[src/rtl/pll_lock_supervisor.sv]
// PLL lock supervisor: holds downstream logic in reset until the PLL is locked,
// stable, and its output frequency matches the divided reference within tolerance.
module pll_lock_supervisor #(
  parameter int unsigned STABLE_CYCLES = 1024,
  parameter int unsigned EXP_COUNT     = 32,
  parameter int unsigned TOL           = 2,
  parameter int unsigned GOOD_N        = 4
) (
  input  logic       clk_i,
  input  logic       rst_ni,
  input  logic       pll_lock_i,
  input  logic       ref_toggle_i,
  output logic       rst_out_no,
  output logic       ready_o,
  output logic       freq_err_o,
  output logic [7:0] meas_o,
  output logic [7:0] lock_loss_cnt_o
);

  localparam int unsigned SW = 16;
  localparam int unsigned MW = 8;
  localparam int unsigned GW = 8;

  localparam logic [SW-1:0] SETTLE_LAST  = SW'(STABLE_CYCLES - 1);
  localparam logic [MW-1:0] TIMEOUT_LAST = MW'(2 * EXP_COUNT - 1);
  localparam logic [MW-1:0] EXP_VAL      = MW'(EXP_COUNT);
  localparam logic [MW-1:0] TOL_VAL      = MW'(TOL);
  localparam logic [GW-1:0] GOOD_LAST    = GW'(GOOD_N - 1);

  typedef enum logic [2:0] {
    WAIT_LOCK = 3'd0,
    SETTLE    = 3'd1,
    CHECK     = 3'd2,
    RUN       = 3'd3,
    FAULT     = 3'd4
  } state_e;

  state_e        state_q, state_d;
  logic          lock_meta_q, lock_s_q;
  logic          ref_meta_q, ref_s_q, ref_d_q;
  logic [SW-1:0] settle_q, settle_d;
  logic [GW-1:0] good_q, good_d;
  logic          first_q, first_d;
  logic [MW-1:0] mcnt_q, mcnt_d;
  logic [MW-1:0] meas_q, meas_d;
  logic [MW-1:0] llc_q, llc_d;
  logic          freq_err_q, freq_err_d;
  logic          rst_out_q, ready_q;
  logic          run_d;

  logic          ref_edge_c, timeout_c, meas_evt_c, meas_good_c, discard_c;
  logic [MW-1:0] meas_new_c, diff_c;

  // Measurement event decode: an edge ends a period, a missing edge times out as 8'hFF
  always_comb begin
    ref_edge_c  = ref_s_q ^ ref_d_q;
    timeout_c   = !ref_edge_c && (mcnt_q == TIMEOUT_LAST);
    meas_evt_c  = ref_edge_c || timeout_c;
    meas_new_c  = ref_edge_c ? (mcnt_q + MW'(1)) : 8'hFF;
    diff_c      = (meas_new_c >= EXP_VAL) ? (meas_new_c - EXP_VAL) : (EXP_VAL - meas_new_c);
    meas_good_c = (diff_c <= TOL_VAL);
    discard_c   = (state_q == CHECK) && first_q && ref_edge_c;
  end

  // Next-state and datapath
  always_comb begin
    state_d    = state_q;
    settle_d   = settle_q;
    good_d     = good_q;
    first_d    = first_q;
    freq_err_d = freq_err_q;
    llc_d      = llc_q;
    mcnt_d     = meas_evt_c ? '0 : (mcnt_q + MW'(1));
    meas_d     = (meas_evt_c && !discard_c) ? meas_new_c : meas_q;

    case (state_q)
      WAIT_LOCK: begin
        if (lock_s_q) begin
          settle_d = '0;
          state_d  = SETTLE;
        end
      end
      SETTLE: begin
        if (!lock_s_q) begin
          state_d = WAIT_LOCK;
        end else if (settle_q == SETTLE_LAST) begin
          state_d = CHECK;
          first_d = 1'b1;
          good_d  = '0;
        end else begin
          settle_d = settle_q + SW'(1);
        end
      end
      CHECK: begin
        if (!lock_s_q) begin
          state_d = WAIT_LOCK;
        end else if (meas_evt_c) begin
          if (discard_c) begin
            first_d = 1'b0;
          end else if (!meas_good_c) begin
            good_d     = '0;
            settle_d   = '0;
            freq_err_d = 1'b1;
            state_d    = FAULT;
          end else if (good_q == GOOD_LAST) begin
            good_d  = '0;
            state_d = RUN;
          end else begin
            good_d = good_q + GW'(1);
          end
        end
      end
      RUN: begin
        // Lock loss outranks a simultaneous bad measurement
        if (!lock_s_q) begin
          state_d = WAIT_LOCK;
          if (llc_q != 8'hFF) llc_d = llc_q + MW'(1);
        end else if (meas_evt_c && !meas_good_c) begin
          settle_d   = '0;
          freq_err_d = 1'b1;
          state_d    = FAULT;
        end
      end
      FAULT: begin
        if (!lock_s_q) begin
          state_d = WAIT_LOCK;
        end else if (settle_q == SETTLE_LAST) begin
          state_d = CHECK;
          first_d = 1'b1;
          good_d  = '0;
        end else begin
          settle_d = settle_q + SW'(1);
        end
      end
      default: state_d = WAIT_LOCK;
    endcase

    run_d = (state_d == RUN);
  end

  always_ff @(posedge clk_i or negedge rst_ni) begin
    if (!rst_ni) begin
      state_q     <= WAIT_LOCK;
      lock_meta_q <= 1'b0;
      lock_s_q    <= 1'b0;
      ref_meta_q  <= 1'b0;
      ref_s_q     <= 1'b0;
      ref_d_q     <= 1'b0;
      settle_q    <= '0;
      good_q      <= '0;
      first_q     <= 1'b0;
      mcnt_q      <= '0;
      meas_q      <= '0;
      llc_q       <= '0;
      freq_err_q  <= 1'b0;
      rst_out_q   <= 1'b0;
      ready_q     <= 1'b0;
    end else begin
      state_q     <= state_d;
      lock_meta_q <= pll_lock_i;
      lock_s_q    <= lock_meta_q;
      ref_meta_q  <= ref_toggle_i;
      ref_s_q     <= ref_meta_q;
      ref_d_q     <= ref_s_q;
      settle_q    <= settle_d;
      good_q      <= good_d;
      first_q     <= first_d;
      mcnt_q      <= mcnt_d;
      meas_q      <= meas_d;
      llc_q       <= llc_d;
      freq_err_q  <= freq_err_d;
      rst_out_q   <= run_d;
      ready_q     <= run_d;
    end
  end

  assign rst_out_no      = rst_out_q;
  assign ready_o         = ready_q;
  assign freq_err_o      = freq_err_q;
  assign meas_o          = meas_q;
  assign lock_loss_cnt_o = llc_q;

endmodule
[config.mk]
export PLATFORM = sky130hd
export DESIGN_NAME = pll_lock_supervisor
export DESIGN_NICKNAME = d
export VERILOG_FILES = /design/src/rtl/pll_lock_supervisor.sv
export SDC_FILE = /design/constraint.sdc
export NUM_CORES = 1
export LEC_CHECK = 0
export ABC_AREA = 1
export BUFFER_PORTS_ARGS = -buffer_cell sky130_fd_sc_hd__buf_2
export CORE_MARGIN = 3
export CORE_UTILIZATION = 40
export DETAILED_ROUTE_END_ITERATION = 8
export PLACE_DENSITY = 0.59
export SYNTH_ARGS = -nofsm -noshare
export SYNTH_HDL_FRONTEND = slang
export SYNTH_SLANG_ARGS = --single-unit
export TNS_END_PERCENT = 100
[constraint.sdc]
create_clock -name clk_i -period 3.75 [get_ports clk_i]
set_input_delay 0.375 -clock clk_i [delete_from_list [all_inputs] [get_ports clk_i]]
set_output_delay 0.375 -clock clk_i [all_outputs]
set_load 0.005 [all_outputs]
==> results of run 1 <==
-- path summary, 6_finish.rpt --
path	from	to	slack (ns)	cells after the start
min in group asynchronous	rst_ni	mcnt_q[1]$_DFF_PN0_	0.15	1
worst max register to register	mcnt_q[0]$_DFF_PN0_	settle_q[0]$_DFFE_PN0P_	0.60	20
worst max-delay path	mcnt_q[0]$_DFF_PN0_	settle_q[0]$_DFFE_PN0P_	0.60	20
max in group asynchronous	rst_ni	state_q[2]$_DFF_PN0_	2.79	2
worst min register to register	lock_meta_q$_DFF_PN0_	lock_s_q$_DFF_PN0_	0.35	0
worst min-delay path	pll_lock_i	lock_meta_q$_DFF_PN0_	0.14	1
-- per-stage QoR --
| step | worst slack (ns) | utilization (%) | total power [mW] | hold slack (ns) | instance area (µm²) |
|---|---|---|---|---|---|
| after floorplan | 1.27 | - | 0.784 | 0.0794 | 3500 |
| after global placement | 0.759 | 44.3 | 0.839 | 0.332 | 3700 |
| after detailed placement | 0.624 | 44.3 | 0.843 | 0.335 | 3700 |
| after CTS | 0.597 | 46.7 | 1.43 | 0.122 | 3890 |
| after global routing | 0.113 | 46.7 | 1.48 | 0.119 | 3890 |
| final | 0.602 | 46.7 | 1.41 | 0.143 | 3890 |
-- registers in the layout, summed over array words and instances (netlist names) --
signal	count
first_q	1
freq_err_o	1
good_q	8
lock_loss_cnt_o	8
lock_meta_q	1
lock_s_q	1
mcnt_q	8
meas_o	8
ready_o	1
ref_d_q	1
ref_meta_q	1
ref_s_q	1
settle_q	16
state_q	3
-- Yosys cell counts --
cell type / n / share of area, %
a21oi_1: 6 / 0.86
a21oi_2: 1 / 0.25
a31oi_1: 2 / 0.36
a41oi_1: 1 / 0.25
and3_1: 1 / 0.18
buf_4: 2 / 0.43
buf_6: 3 / 0.97
clkbuf_1: 2 / 0.21
clkinv_1: 1 / 0.11
dfrtp_1: 59 / 42
ha_1: 8 / 2.9
inv_1: 51 / 5.5
inv_2: 3 / 0.32
mux2_2: 1 / 0.32
mux2i_1: 1 / 0.29
nand2_1: 115 / 12
nand2_2: 8 / 1.4
nand3_1: 37 / 5.3
nand3_2: 13 / 3.7
nand3b_1: 3 / 0.64
nand4_1: 7 / 1.3
nor2_1: 54 / 5.8
nor2_2: 4 / 0.72
nor3_1: 8 / 1.1
nor3_2: 4 / 1.1
nor3b_1: 1 / 0.21
nor4_1: 3 / 0.54
o211ai_1: 1 / 0.21
o21ai_0: 10 / 1.4
o21ai_1: 2 / 0.29
o21ai_2: 7 / 1.8
o21bai_2: 1 / 0.32
or3_1: 1 / 0.18
xnor2_1: 7 / 1.8
xor2_1: 19 / 4.8
-- worst reg2reg max path, delay by kind of cell (launching register included) --
family	cells	cell delay, ns
simple gates	15	1.79
fa+ha+maj	2	0.50
buf+inv	2	0.14
compound gates	1	0.20
flops	1	0.41
-- power by group --
part / internal, mW / switching [mW] / total (mW)
combinational: 0.0478 / 0.0988 / 0.147
sequential: 0.661 / 0.0204 / 0.682
clock: 0.321 / 0.257 / 0.578
-- kinds of logic after synthesis --
| logic type | share of synthesized area [%] |
|---|---|
| and+or+nand+nor | 34.6 |
| AOI/OAI and AO/OA | 5.72 |
| adders and majority gates | 2.86 |
| muxes | 0.608 |
| DFF | 42.2 |
| xor gates and xnor gates | 6.51 |
| buffers and inverters | 7.51 |
-- layer usage --
metal	GRT usage (%)	share of wire, %	wire [µm]
met5	0	0	0
met1	20.8	50	3620
met2	25.9	46	3310
met3	3.72	3.4	247
met4	5.36	1.0	73
-- area by class of cell --
cell class	instances	area, µm²	area share [%]
Clock buffer	11	141	3.63
Clock inverter	4	51.3	1.32
Inverter	55	206	5.31
Multi-Input combinational cell	326	1760	45.2
Sequential cell	59	1480	37.9
Tap cell	105	131	3.38
Timing Repair Buffer	24	125	3.22
==> impl_metrics.csv, run 1 <==
group,metric,value,unit
global_route,grt_pass1_vias,2714,
yosys,synth_nets,459,
detailed_routing,route.detailed.drc,0,
detailed_routing,vias,2859,
sta,rsz0062_at_grt,"no",
detailed_routing,dr.pass1.iters,5,
critical_path,required,3.98,ns
yosys,synth_seq_area_share,42.2,%
yosys,netlist_instances,447,
critical_path,crit_family,"simple AND/OR/NAND/NOR gates",
worst_hold_path,worstHoldPathType,"primary input to flop",
critical_path,critical_path.most_common_cell,"nand2_1",
clock_network,cts_sinks,59,
yosys,synth_cell_type_count,35,
global_route,antenna_found_initial,0,
die,fp.dieW,99.5,µm
placement,portBuffers,22,
sta,post-route-period-util,83.9,%
clock_network,hold_buffers,0,
detailed_routing,postRouteWirelength,7260,µm
critical_path,path_cells,"ha_1, nand2_2, o21ai_1, inv_1, nor2_1, inv_1, nor2_1, ha_1, nand3_1, nand2_1, nand2_1, nor2_1, nand2_1, nor2_2, nand3_2, nand2_1, nand2_2, nand2_2, nand2_1, nand2_1",
clock_network,post_cts_resized,0,
sta,tightest_slew,0.869,ns
cells_and_area,layout_common_cells,"nand2_1 (115), dfrtp_1 (59), nor2_1 (54), inv_1 (51), nand3_1 (37)",
power,p_leak,1.95,nW
die,die_h,99.5,µm
die,initial_core_util,41.9,%
critical_path,setup.worst_path.start_class,"flop",
clock_network,htreeDepth,3,
clock_network,path_clk_slew,0.07,ns
sta,slew_violations,0,
sta,fin_crit,3.15,ns
detailed_routing,vias_per_cell,4.90,
power,vdd_drop_max,293,µV
global_route,overflow,0,
clock_network,cts_post_setup_buffers_inserted,0,
yosys,synth_area_per_cell,7.83,µm²
sta,fin_skew,0.00976,ns
critical_path,end_kind,"flop",
clock_network,cts.path.max_buffers,2,
die,core,0.00834,mm²
clock_network,cts_tree,"yes",
yosys,yosysWarnings,0,
cells_and_area,fillers,878,
clock_network,clock_latency,0.34,ns
cells_and_area,nets,487,
power,powerDensity,361,mW/mm²
critical_path,cpPeakStageDelay,0.41,ns
yosys,ys_ff_latch,59,
detailed_routing,drt_iter0_markers,111,
critical_path,cp_max_fo,20,
die,floorplan.die_area,0.00990,mm²
clock_network,clock_tree.root_cell,"clkbuf_8",
detailed_routing,wl_per_cell,12.4,µm
die,rows,33,
sta,setup_tns,0,ns
die,io_pins,23,
cells_and_area,drive_gt1_share,16.7,%
global_route,grt_usage,15.9,%
global_route,grt_max_degree,39,
critical_path,crit_buf_inv,2,
placement,gp_congestion,0.879,
job,drv_cap,0,
placement,hpwl,5180,µm
outcome,outcome,"finished, final reports clean",
cells_and_area,area_growth,11.2,%
sta,hold_viol_final,0,
critical_path,crit_type,"flop to flop",
critical_path,crit_slowest_cell,"dfrtp_1",
sta,setup_violations,0,
cells_and_area,final_common_cell,"nand2_1",
sta,slew_headroom,42.1,%
critical_path,critPathArrivalTime,3.37,ns
cells_and_area,final_cells,584,
placement,dp_cells,569,
cells_and_area,n_antenna_cell,0,
global_route,grt_pass1_wl,12700,µm
clock_network,cts_buffers,9,
yosys,mappedNetlistArea,0.00350,mm²
detailed_routing,drtAntennaViolNets,0,
sta,clock.fmax,318,MHz
Power figures use the tool's default switching activity.
==> run 2, diff against run 1 <==
PLACE_DENSITY = 0.61   (was 0.59)
clock period = 2.8 ns   (was 3.75 ns; I/O delays follow)
==> impl_metrics.csv, run 2 (synthesis results as in run 1) <==
group,metric,value,unit
outcome,outcome,"finished, final reports clean",
critical_path,path_cells,"ha_4, nand2_4, o21ai_2, inv_1, nor2_2, inv_2, nor2_4, ha_1, nand3_1, nand2_1, nand2_1, nor2_1, nand2_1, nor2_2, nand4_1, nand2_2, clkinv_4, buf_12, nand3_1, nand2_1",
critical_path,cp_max_fo,7,
cells_and_area,nets,499,
sta,tightest_slew,0.641,ns
sta,rsz0062_at_grt,"yes",
placement,placed_area,0.00373,mm²
critical_path,crit_start,"mcnt_q[1]$_DFF_PN0_",
cells_and_area,largest-register,"settle_q",
power,powerDensity,469,mW/mm²
die,io_pins,23,
critical_path,required,3.03,ns
clock_network,clock_latency,0.34,ns
detailed_routing,route.detailed.drc,0,
clock_network,htreeDepth,3,
die,core,0.00834,mm²
critical_path,setup.worst_path.start_class,"flop",
global_route,antenna_found_initial,0,
die,rows,33,
sta,post-route-period-util,94.3,%
critical_path,critical_path.reg2reg.startpoint,"mcnt_q[1]$_DFF_PN0_",
cells_and_area,final_cells,596,
power,p_leak,2.05,nW
cells_and_area,stdcell_area,0.00414,mm²
cells_and_area,area_growth,18.3,%
cells_and_area,n_antenna_cell,0,
clock_network,cts_tree,"yes",
detailed_routing,vias,2921,
placement,gp_congestion,0.901,
die,die_h,99.5,µm
critical_path,critPathArrivalTime,2.87,ns
critical_path,critical_path.most_common_cell,"nand2_1",
placement,portBuffers,22,
detailed_routing,drt_iter0_markers,128,
critical_path,cpPeakStageDelay,0.44,ns
critical_path,crit_buf_inv,4,
detailed_routing,wl_per_cell,12.8,µm
job,drv_cap,0,
cells_and_area,drive_gt1_share,21.0,%
global_route,grt_usage,16.6,%
sta,hold_viol_final,0,
die,initial_core_util,41.9,%
placement,dp_cells,572,
clock_network,path_clk_slew,0.07,ns
global_route,overflow,0,
clock_network,clock_tree.root_cell,"clkbuf_8",
sta,clock.fmax,379,MHz
sta,setup_tns,0,ns
clock_network,cts_sinks,59,
detailed_routing,dr.pass1.iters,4,
sta,slew_violations,0,
global_route,grt_pass1_wl,13300,µm
clock_network,cts.path.max_buffers,2,
clock_network,cts_buffers,9,
power,vdd_drop_max,270,µV
critical_path,end_kind,"flop",
cells_and_area,layout_common_cells,"nand2_1 (111), dfrtp_1 (59), nor2_1 (52), inv_1 (50), nand3_1 (35)",
sta,setup_violations,0,
critical_path,crit_slowest_cell,"dfrtp_1",
sta,fin_skew,0.00964,ns
detailed_routing,vias_per_cell,4.90,
sta,slew_headroom,57.3,%
die,floorplan.die_area,0.00990,mm²
cells_and_area,largest_reg_flops,16,
placement,hpwl,5250,µm
worst_hold_path,worstHoldPathType,"primary input to flop",
global_route,grt_pass1_vias,2889,
die,fp.dieW,99.5,µm
critical_path,crit_type,"flop to flop",
sta,fin_crit,2.64,ns
global_route,grt_max_degree,35,
cells_and_area,final_common_cell,"nand2_1",
critical_path,crit_family,"simple AND/OR/NAND/NOR gates",
detailed_routing,drtAntennaViolNets,0,
detailed_routing,postRouteWirelength,7610,µm
worst_hold_path,min_from,"pll_lock_i",
[run 2: layer usage]
layer | GRT usage, % | vias to the layer above | wire, µm
li1 | - | 1509 | -
met1 | 22.0 | 1328 | 3600
met2 | 26.1 | 71 | 3540
met3 | 4.70 | 13 | 348
met4 | 5.46 | 0 | 116
met5 | 0 | - | 0
[run 2: cell type report]
type                       instances  area [µm²]
clock buffer                      11         151
clock inverter                     4        50.0
fill                             817        4200
inverter                          55         211
multi-input combinational        326        1840
sequential                        59        1480
tap                              105         131
timing repair buffer              36         279
[run 2: final timing paths]
path                                      endpoint  slack, ns  depth (start not counted)
setup / recovery           settle_q[9]$_DFFE_PN0P_       0.16                         20
hold / removal               lock_meta_q$_DFF_PN0_       0.04                          1
setup reg to reg           settle_q[9]$_DFFE_PN0P_       0.16                         20
hold reg to reg                  ref_s_q$_DFF_PN0_       0.35                          0
max in group asynchronous    good_q[4]$_DFFE_PN0P_       1.70                          3
min in group asynchronous        ref_d_q$_DFF_PN0_       0.49                          2
[run 2: per-stage QoR]
step / util (%) / setup WS [ns] / total power [mW] / hold slack, ns
6_report: 49.6 / 0.160 / 1.94 / 0.0407
5_1_grt: 49.6 / -0.0905 / 2.06 / 0.0262
4_1_cts: 47.4 / 0.0357 / 1.94 / 0.0262
3_5_place_dp: 44.8 / 0.00332 / 1.13 / 0.335
3_3_place_gp: 44.8 / 0.0874 / 1.13 / 0.333
2_1_floorplan: - / 0.323 / 1.05 / -0.0156
[run 2: repair_timing]
action | in CTS | in global routing
hold endpoints to repair | 25 | 0
pin swaps | 0 | 16
buffers inserted | 0 | 7
endpoints found under the setup margin | 15 | 28
cloned | 0 | 1
hold buffers | 1 | 0
resized for setup | 1 | 26
[run 2: power breakdown]
group,internal [mW],total [mW],switching (mW)
registers,0.886,0.915,0.0295
clock network,0.453,0.795,0.342
logic,0.0883,0.233,0.145
==> run 3, diff against run 2 <==
BUFFER_PORTS_ARGS = -buffer_cell sky130_fd_sc_hd__buf_4   (was -buffer_cell sky130_fd_sc_hd__buf_2)
==> impl_metrics.csv, run 3 (synthesis results as in run 1) <==
group,metric,value,unit
outcome,outcome,"finished with violations",
outcome,violations,"negative hold slack",
detailed_routing,vias,2887,
clock_network,hold_buffers,0,
clock_network,cts_sinks,59,
global_route,grt_pass1_vias,2765,
cells_and_area,nets,496,
global_route,antenna_found_initial,0,
detailed_routing,vias_per_cell,4.86,
power,p_total,1.94,mW
clock_network,cts_tree,"yes",
placement,dp_slack,0.0165,ns
sta,fin_crit,2.63,ns
power,pwr-share-comb,11.9,%
cells_and_area,area_growth,18.2,%
clock_network,clock_latency,0.35,ns
power,p_clk_share,41.0,%
sta,fin_skew,0.0129,ns
clock_network,cts.path.max_buffers,2,
power,switchingPower,0.533,mW
power,internal-power,1.41,mW
critical_path,crit_type,"flop to flop",
critical_path,setup.worst_path.start_class,"flop",
placement,hpwl,5250,µm
global_route,grt_pass1_wl,12900,µm
power,p_leak,2.05,nW
cells_and_area,largest-register,"settle_q",
clock_network,path_clk_slew,0.08,ns
detailed_routing,wl_per_cell,12.5,µm
sta,clock.fmax,380,MHz
cells_and_area,largest_reg_flops,16,
detailed_routing,route.detailed.drc,0,
cells_and_area,n_antenna_cell,0,
die,io_pins,23,
sta,slew_violations,0,
die,die_h,99.5,µm
detailed_routing,drt_iter0_markers,136,
die,core,0.00834,mm²
clock_network,cts_buffers,9,
job,drv_cap,0,
sta,post-route-period-util,94.0,%
placement,gp_congestion,0.898,
power,powerDensity,470,mW/mm²
cells_and_area,final_common_cell,"nand2_1",
sta,whs,-0.00994,ns
detailed_routing,drtAntennaViolNets,0,
cells_and_area,final_util,49.6,%
global_route,grt_usage,16.1,%
power,switching_share,27.4,%
power,seqPwrFrac,47.2,%
detailed_routing,dr.pass1.iters,5,
die,rows,33,
cells_and_area,layout_common_cells,"nand2_1 (113), dfrtp_1 (57), nor2_1 (51), inv_1 (49), nand3_1 (35)",
sta,tightest_slew,0.747,ns
critical_path,required,3.03,ns
worst_hold_path,worstHoldPathType,"primary input to async pin",
die,fp.dieW,99.5,µm
sta,layout_setup_ws,0.167,ns
critical_path,critPathArrivalTime,2.87,ns
critical_path,cp_max_fo,8,
sta,slew_headroom,50.2,%
placement,portBuffers,22,
die,floorplan.die_area,0.00990,mm²
cells_and_area,drive_gt1_share,21.3,%
die,initial_core_util,41.9,%
global_route,overflow,0,
clock_network,htreeDepth,3,
sta,hold_viol_final,4,
critical_path,end_kind,"flop",
detailed_routing,postRouteWirelength,7450,µm
sta,setup_violations,0,
power,vdd_drop_max,294,µV
clock_network,clock_tree.root_cell,"clkbuf_8",
global_route,grt_max_degree,60,
-- run 3: cell count changes in the layout (fill, tap and decap cells not counted), sizes merged --
cell,before,now
buf,34,32
clkbuf,12,11
dlygate4sd3,1,0
inv,53,55
-- run 3: metrics by stage --
| step | std cells | setup TNS, ns | cell area (µm²) |
|---|---|---|---|
| 6_report | 594 | 0 | 4140 |
| 3_5_place_dp | 572 | 0 | 3780 |
| 2_1_floorplan | 447 | 0 | 3500 |
| 3_3_place_gp | 572 | 0 | 3780 |
| 5_1_grt | 594 | -0.873 | 4140 |
| 4_1_cts | 588 | 0 | 3980 |
-- run 3: final cells by class --
| cell class | count | area [µm²] |
|---|---|---|
| Clock buffer | 10 | 138 |
| Timing Repair Buffer | 33 | 278 |
| Fill cell | 792 | 4200 |
| Inverter | 55 | 209 |
| Multi-Input combinational cell | 326 | 1840 |
| Sequential cell | 59 | 1480 |
| Tap cell | 105 | 131 |
| Clock inverter | 6 | 63.8 |
-- run 3: what timing repair did --
action | in CTS | in global routing
setup endpoints to repair | 7 | 28
pin swaps | 0 | 8
gates cloned | 0 | 1
resized for setup | 1 | 24
endpoints found under the hold margin | 0 | 0
setup buffers | 0 | 5
-- run 3: power by group through the flow --
stage | clock network (mW) | logic [mW] | registers, mW
final | 0.797 | 0.231 | 0.917
after detailed placement | 0 | 0.211 | 0.929
after floorplan | 0 | 0.124 | 0.926
after CTS | 0.830 | 0.212 | 0.913
after global placement | 0 | 0.208 | 0.928
after global routing | 0.861 | 0.268 | 0.922
-- run 3: critical path, cell delays in order, from the launching register on --
cell,delay (ns)
dfrtp_2,0.45
ha_4,0.18
nand2_4,0.09
o21ai_2,0.06
inv_1,0.07
nor2_2,0.04
inv_2,0.08
nor2_4,0.05
ha_1,0.28
nand3_1,0.07
nand2_1,0.07
nand2_1,0.07
nor2_2,0.10
nand2_1,0.06
nor2_2,0.14
nand3_2,0.13
nand2_2,0.11
nand2_4,0.12
clkbuf_16,0.21
nand3_1,0.08
nand2_1,0.05
-- run 3: worst paths after layout --
path / from / endpoint / slack (ns) / cells after the start
max: mcnt_q[1]$_DFF_PN0_ / settle_q[11]$_DFFE_PN0P_ / 0.17 / 20
min: rst_ni / mcnt_q[7]$_DFF_PN0_ / -0.01 / 1
max reg2reg: mcnt_q[1]$_DFF_PN0_ / settle_q[11]$_DFFE_PN0P_ / 0.17 / 20
min reg2reg: ref_meta_q$_DFF_PN0_ / ref_s_q$_DFF_PN0_ / 0.34 / 0
max in group asynchronous: rst_ni / mcnt_q[0]$_DFF_PN0_ / 2.28 / 1
min in group clk_i: ref_toggle_i / ref_meta_q$_DFF_PN0_ / 0.04 / 1
-- run 3: layer usage --
metal / vias up / wire length [µm] / global-route usage (%) / share of wire (%)
li1: 1503 / - / - / -
met1: 1316 / 3560 / 21.1 / 48
met2: 59 / 3490 / 25.6 / 47
met3: 9 / 287 / 3.72 / 3.9
met4: 0 / 114 / 7.04 / 1.5
met5: - / 0 / 0 / 0
